**config.mk**
```make
export PLATFORM = sky130hd
export DESIGN_NAME = tsp_move_scheduler
export DESIGN_NICKNAME = d
export VERILOG_FILES = /design/src/rtl/tsp_pkg.sv /design/src/rtl/tsp_pair_gen.sv /design/src/rtl/tsp_move_scheduler.sv
export SDC_FILE = /design/constraint.sdc
export NUM_CORES = 1
export LEC_CHECK = 0
export CORE_MARGIN = 2
export CORE_UTILIZATION = 30
export DETAILED_ROUTE_END_ITERATION = 6
export MAX_ROUTING_LAYER = met4
export PLACE_DENSITY = 0.6
export SYNTH_ARGS = -nofsm -noshare
export SYNTH_HDL_FRONTEND = slang
export SYNTH_SLANG_ARGS = --single-unit
```
**constraint.sdc**
```tcl
create_clock -name clk -period 8.05 [get_ports clk]
set_clock_uncertainty 0.2 [all_clocks]
set_input_delay 0.805 -clock clk [delete_from_list [all_inputs] [get_ports clk]]
set_output_delay 0.805 -clock clk [all_outputs]
set_load 0.02 [all_outputs]
```
**src/rtl/tsp_pkg.sv**
```systemverilog
// Shared constants, state encoding and index helpers for the 2-opt move scheduler.
package tsp_pkg;

  localparam int unsigned N_CITIES = 64;
  localparam int unsigned IDX_W    = 6;

  localparam logic [2:0] IDLE   = 3'd0;
  localparam logic [2:0] DRAW1  = 3'd1;
  localparam logic [2:0] DRAW2  = 3'd2;
  localparam logic [2:0] CHECK  = 3'd3;
  localparam logic [2:0] ISSUE  = 3'd4;
  localparam logic [2:0] WAIT   = 3'd5;
  localparam logic [2:0] COMMIT = 3'd6;
  localparam logic [2:0] FINISH = 3'd7;

  // Slots 0 and N-1 are never drawn, so candidates land in 1..N-2.
  function automatic int unsigned idx_from_rnd(logic [31:0] r, int unsigned n_cities);
    return (r % (n_cities - 32'd2)) + 32'd1;
  endfunction

  function automatic logic pair_legal(int unsigned v1, int unsigned v2);
    return (v1 != v2) && (v1 != v2 + 32'd1) && (v2 != v1 + 32'd1);
  endfunction

endpackage

```
**src/rtl/tsp_pair_gen.sv**
```systemverilog
// Draws candidate indices from the RNG and flags when the held pair is a legal 2-opt move.
module tsp_pair_gen
  import tsp_pkg::*;
#(
  parameter int unsigned N_CITIES = tsp_pkg::N_CITIES,
  parameter int unsigned IDX_W    = tsp_pkg::IDX_W
) (
  input  logic             clk,
  input  logic             rst,
  input  logic [31:0]      rnd,
  input  logic             draw1,
  input  logic             draw2,
  input  logic             check,
  output logic [IDX_W-1:0] pair_lo,
  output logic [IDX_W-1:0] pair_hi,
  output logic             pair_valid
);

  logic [IDX_W-1:0] v1_q, v2_q;
  logic [IDX_W-1:0] idx;

  assign idx        = IDX_W'(idx_from_rnd(rnd, N_CITIES));
  assign pair_valid = pair_legal(32'(v1_q), 32'(v2_q));
  assign pair_lo    = (v1_q < v2_q) ? v1_q : v2_q;
  assign pair_hi    = (v1_q < v2_q) ? v2_q : v1_q;

  // v1 stays fixed; only v2 is redrawn until the pair becomes legal.
  always_ff @(posedge clk or posedge rst) begin
    if (rst) begin
      v1_q <= '0;
      v2_q <= '0;
    end else begin
      if (draw1) v1_q <= idx;
      if (draw2 || (check && !pair_valid)) v2_q <= idx;
    end
  end

endmodule

```
**src/rtl/tsp_move_scheduler.sv**
```systemverilog
// Local-search sequencer: draws legal pairs, runs one evaluation at a time, commits accepted swaps.
module tsp_move_scheduler
  import tsp_pkg::*;
#(
  parameter int unsigned N_CITIES = tsp_pkg::N_CITIES,
  parameter int unsigned IDX_W    = tsp_pkg::IDX_W,
  parameter int unsigned ITER_W   = 32
) (
  input  logic              clk,
  input  logic              rst,
  input  logic              start,
  input  logic              stop,
  input  logic [ITER_W-1:0] max_iters,
  input  logic [31:0]       rnd,
  output logic              eval_req,
  input  logic              eval_ack,
  output logic [IDX_W-1:0]  eval_v1,
  output logic [IDX_W-1:0]  eval_v2,
  input  logic              eval_done,
  input  logic              eval_accept,
  input  logic [31:0]       eval_gain,
  output logic              swap_en,
  output logic [IDX_W-1:0]  swap_a,
  output logic [IDX_W-1:0]  swap_b,
  output logic              busy,
  output logic              done,
  output logic [ITER_W-1:0] iter_cnt,
  output logic [ITER_W-1:0] accept_cnt,
  output logic [31:0]       gain_total
);

  logic [2:0]        state_q, state_d;
  logic              stop_pending_q;
  logic [ITER_W-1:0] max_q;
  logic [31:0]       gain_q;
  logic [IDX_W-1:0]  pair_lo, pair_hi;
  logic              pair_valid;
  logic              stop_any;
  logic              last_iter;

  tsp_pair_gen #(
    .N_CITIES(N_CITIES),
    .IDX_W   (IDX_W)
  ) u_pair_gen (
    .clk       (clk),
    .rst       (rst),
    .rnd       (rnd),
    .draw1     (state_q == DRAW1),
    .draw2     (state_q == DRAW2),
    .check     (state_q == CHECK),
    .pair_lo   (pair_lo),
    .pair_hi   (pair_hi),
    .pair_valid(pair_valid)
  );

  // A stop arriving this cycle counts as well as one latched earlier.
  assign stop_any  = stop_pending_q | stop;
  assign last_iter = (iter_cnt + ITER_W'(1)) == max_q;

  always_comb begin
    state_d = state_q;
    case (state_q)
      IDLE:   if (start) state_d = (max_iters == '0) ? FINISH : DRAW1;
      DRAW1:  state_d = stop_any ? FINISH : DRAW2;
      DRAW2:  state_d = stop_any ? FINISH : CHECK;
      CHECK: begin
        if (stop_any)        state_d = FINISH;
        else if (pair_valid) state_d = ISSUE;
      end
      ISSUE:  if (eval_ack) state_d = WAIT;
      WAIT: begin
        if (eval_done) begin
          if (eval_accept)                state_d = COMMIT;
          else if (last_iter || stop_any) state_d = FINISH;
          else                            state_d = DRAW1;
        end
      end
      COMMIT: state_d = ((iter_cnt == max_q) || stop_any) ? FINISH : DRAW1;
      FINISH: state_d = IDLE;
      default: state_d = IDLE;
    endcase
  end

  always_ff @(posedge clk or posedge rst) begin
    if (rst) begin
      state_q        <= IDLE;
      stop_pending_q <= 1'b0;
      max_q          <= '0;
      gain_q         <= '0;
      eval_v1        <= '0;
      eval_v2        <= '0;
      iter_cnt       <= '0;
      accept_cnt     <= '0;
      gain_total     <= '0;
    end else begin
      state_q <= state_d;

      if (state_q == IDLE || state_q == FINISH) stop_pending_q <= 1'b0;
      else if (stop)                            stop_pending_q <= 1'b1;

      if (state_q == IDLE && start) begin
        iter_cnt   <= '0;
        accept_cnt <= '0;
        gain_total <= '0;
        max_q      <= max_iters;
      end

      if (state_q == CHECK && pair_valid) begin
        eval_v1 <= pair_lo;
        eval_v2 <= pair_hi;
      end

      if (state_q == WAIT && eval_done) begin
        iter_cnt <= iter_cnt + ITER_W'(1);
        gain_q   <= eval_gain;
      end

      if (state_q == COMMIT) begin
        accept_cnt <= accept_cnt + ITER_W'(1);
        gain_total <= gain_total + gain_q;
      end
    end
  end

  assign eval_req = (state_q == ISSUE);
  assign swap_en  = (state_q == COMMIT);
  assign swap_a   = eval_v1;
  assign swap_b   = eval_v2;
  assign busy     = (state_q != IDLE);
  assign done     = (state_q == FINISH);

endmodule

```
==> implementation parameters <==
Parameter                              Value

Outcome
  Outcome    finished, violations left
  Violated checks    setup timing

Finish
  Filler cell count in the final layout    around 5100
  Fraction of final layout cells sized beyond drive strength 1    0.287
  Leading cell type in the layout, fill and taps excluded    sky130_fd_sc_hd__buf_4
  Growth of design area from synthesis to finish    49.6%
  Nets    approximately 2700
  Most frequent cells in the layout    378 x sky130_fd_sc_hd__buf_4, 338 x sky130_fd_sc_hd__nand2_1, 219 x sky130_fd_sc_hd__clkdlybuf4s50_1
  Core Util, Final    0.456
  Design area    24000 sq um

Synth
  Combined area of all synthesized cells    16100 sq um
  Post-synthesis net count    2174
  Mean instance size in the synthesized netlist    slightly below 8 sq um
  Gate count after technology mapping    2027
  Distinct cells, synth    124
  Flip-flop cell with the highest count after synthesis    sky130_fd_sc_hd__dfrtp_1
  Cell type with the highest aggregate area in the netlist    sky130_fd_sc_hd__dfrtp_1
  Post-synth EDFFs    0
  Flip-flop and latch count after synthesis    approximately 190
  Ranking of synthesized cells by area    sky130_fd_sc_hd__dfrtp_1 29%, sky130_fd_sc_hd__nand2_1 8.1%, sky130_fd_sc_hd__xnor2_1 5.1%, sky130_fd_sc_hd__o21ai_0 4.4%, sky130_fd_sc_hd__nand3_1 4.2%
  Fraction of the yosys area taken by sequential cells    0.293
  Synthesis warning total    0
  Proportion of netlist area held by the largest area contributor    0.293
  Share of synthesized registers carrying an async set or reset    1.00

Detailed routing
  Mean routed wirelength per cell    16.6 microns
  Total number of vias    17500
  Iteration-0 DRC Markers    917
  Routed Wire Length    54300 microns
  Vias per Instance    5.34
  Remaining antenna violation count    0
  Number of DRC violations after detailed routing    0
  Drt first pass iters    5

Place
  HPWL after detailed placement    39500 microns
  Placer congestion estimate    0.894
  IO Port Bufs    approximately 230
  Area after detailed placement    21500 sq um
  Pre-CTS worst setup slack    -6.62 ns

STA
  Transition at the pin with the smallest max-transition slack    1.18 ns
  RSZ-0062 raised after global routing    yes
  Final hold vios    0
  Worst-case setup margin in the final layout    -5.67 ns
  Clock period minus worst slack    13.72 ns
  Highest Clock Rate    72.9 MHz
  Setup Viol. Count Final    10
  Max transition margin    0.215
  Final critical-path share of the clock period    1.70
  Total count of max-transition violations in the final report    0

Setup path
  Launching point of the worst reg2reg path    gain_total[1]
  Data required time of the critical path    around 8.2 ns
  Worst Setup Start Kind    input pin
  CP endpoint kind    flip-flop
  Launching element of the worst setup path    rnd[26]
  Setup slack of the worst register-to-register path    around 1.2 ns
  Critical Path Most Common Cell    sky130_fd_sc_hd__buf_6
  Delay contributed by the slowest stage of the critical path    just under 0.5 ns
  Worst setup path endpoint    u_pair_gen.v2_q[5]
  Library cell contributing the largest single delay on the critical path    sky130_fd_sc_hd__a221o_2
  Worst reg2reg path endpoint    gain_total[31]
  Number of cells traversed by the worst register-to-register path    36
  Critical Setup Path Class    input pin to flip-flop
  Crit path DAT    13.82 ns
  Biggest fanout along the worst timing path    6

Clock network
  Sink count of the clock tree    between 150 and 200
  Number of buffers inserted during clock tree synthesis    17
  # H-tree levels    4
  Clock slew at the register clock pins of the worst setup and hold paths    0.07 ns
  Insertion delay to the later sink of the worst-skew pair    0.45 ns
  Clock tree from TritonCTS    yes
  Clk Tree Root Cell    sky130_fd_sc_hd__clkbuf_16
  Number of buffers on the longest clock path    2

Global routing
  Wire length of the first global-routing pass    about 87000 microns
  Vias in the first global route    between 15000 and 20000
  Number of antenna violations at the first check in global routing    1
  Residual overflow from global routing    0
  Tot GR Track Use    0.193
  Maximum number of pins on one net before global-route repair    119

Worst hold path
  Type of the tightest min-delay check    flip-flop to flip-flop

Job
  Maximum Capacitance Violations    0

Floorplanning
  Initial core utilization    0.305
  Die height    235 microns
  Standard-cell row count    between 80 and 90
  Die outline area    55400 sq um
  IO Pins    approximately 230
  Area of the core    between 50000 and 60000 sq um
  Horizontal die dimension    235 microns
[final cells by class]
cell class | count | area, sq um | share of cell area
clock buffer | 19 | 443 | 0.0184
clock inverter | 13 | 140 | 0.00583
antenna | 1 | 2.50 | 0.000104
inverter | 61 | 236 | 0.00984
tap | 688 | 861 | 0.0358
sequential | 188 | 4700 | 0.196
multi-input combinational | 1673 | 12200 | 0.505
timing repair buffer | 638 | 5510 | 0.229
[worst max-delay path: cells and delay by family]
| family | cells | cell delay, ns |
|---|---|---|
| buf+inv | 6 | 0.73 |
| xor+xnor | 1 | 0.29 |
| mux | 3 | 0.58 |
| simple gates | 9 | 1.68 |
| fa+ha+maj | 2 | 0.65 |
| compound gates | 34 | 9.06 |
[worst min-delay path by stage]
stage,startpoint,depth (start not counted),to
2_1_floorplan,gain_q[0],2,gain_q[0]
3_3_place_gp,gain_q[30],2,gain_q[30]
3_5_place_dp,gain_q[14],2,gain_q[14]
4_1_cts,gain_q[14],2,gain_q[14]
5_1_grt,gain_q[14],2,gain_q[14]
6_report,gain_q[14],2,gain_q[14]
[cell families (layout without fill, tap and decap cells)]
group                      Yosys count  after routing  share of synthesized area
AOI/OAI and AO/OA                  606            606                      0.275
xor gates and xnor gates           128            128                     0.0702
adders and majority gates           47             47                     0.0367
buffers and inverters              166            731                     0.0435
DFF                                188            188                      0.293
muxes                               35             35                     0.0236
other                                0              1                          0
and+or+nand+nor                    857            857                      0.258
[registers in the layout, summed over array words and instances, names as in the netlist]
name / cells
accept_cnt: 32
gain_q: 32
gain_total: 32
iter_cnt: 32
max_q: 32
eval_v1: 6
eval_v2: 6
u_pair_gen.v1_q: 6
u_pair_gen.v2_q: 6
state_q: 3
stop_pending_q: 1
[synth_stat cells (all sizes together) (7+ instances only)]
cell	instances
dfrtp	188
or2	19
buf	38
a21o	34
o311ai	7
nor4	22
nand2b	15
a21boi	9
a211o	14
nand2	349
clkbuf	67
inv	59
a31oi	30
xor2	34
a211oi	27
o211a	8
and2	26
xnor2	94
mux2i	28
o21ai	164
mux2	7
or3	14
nor2	122
o221ai	7
o41ai	8
o21a	17
o2111ai	12
nor2b	8
o21bai	23
and4	12
a31o	7
and3	30
o31ai	19
ha	43
nand3	135
a21oi	98
o211ai	26
o22ai	9
nand4	38
a32oi	8
nor3	44
[stage by stage]
step,std cells,TNS [ns],hold slack [ns]
after detailed placement,3151,-64.79,0.267
after global placement,3151,-64.17,0.262
after CTS,3246,-51.01,0.285
after global routing,3281,-59.93,0.300
final,3281,-54.29,0.278
after floorplan,2027,-47.41,0.250
[layer usage]
| metal | wire, microns | up-vias | global-route usage |
|---|---|---|---|
| li1 | - | 8545 | - |
| met1 | 24100 | 8532 | 0.235 |
| met2 | 27200 | 409 | 0.335 |
| met3 | 2280 | 50 | 0.0274 |
| met4 | 751 | 0 | 0.0444 |
| met5 | 0 | - | - |
[timing repair]
| action | in CTS | in global routing |
|---|---|---|
| cloned | 1 | 0 |
| resized for setup | 179 | 105 |
| pin swaps | 106 | 71 |
| hold buffers | 0 | 0 |
| setup endpoints to repair | 10 | 10 |
| buffers inserted | 62 | 35 |
Power is not shown: default switching activity piles up to over one toggle a cycle in this logic, so the estimate is an artifact.
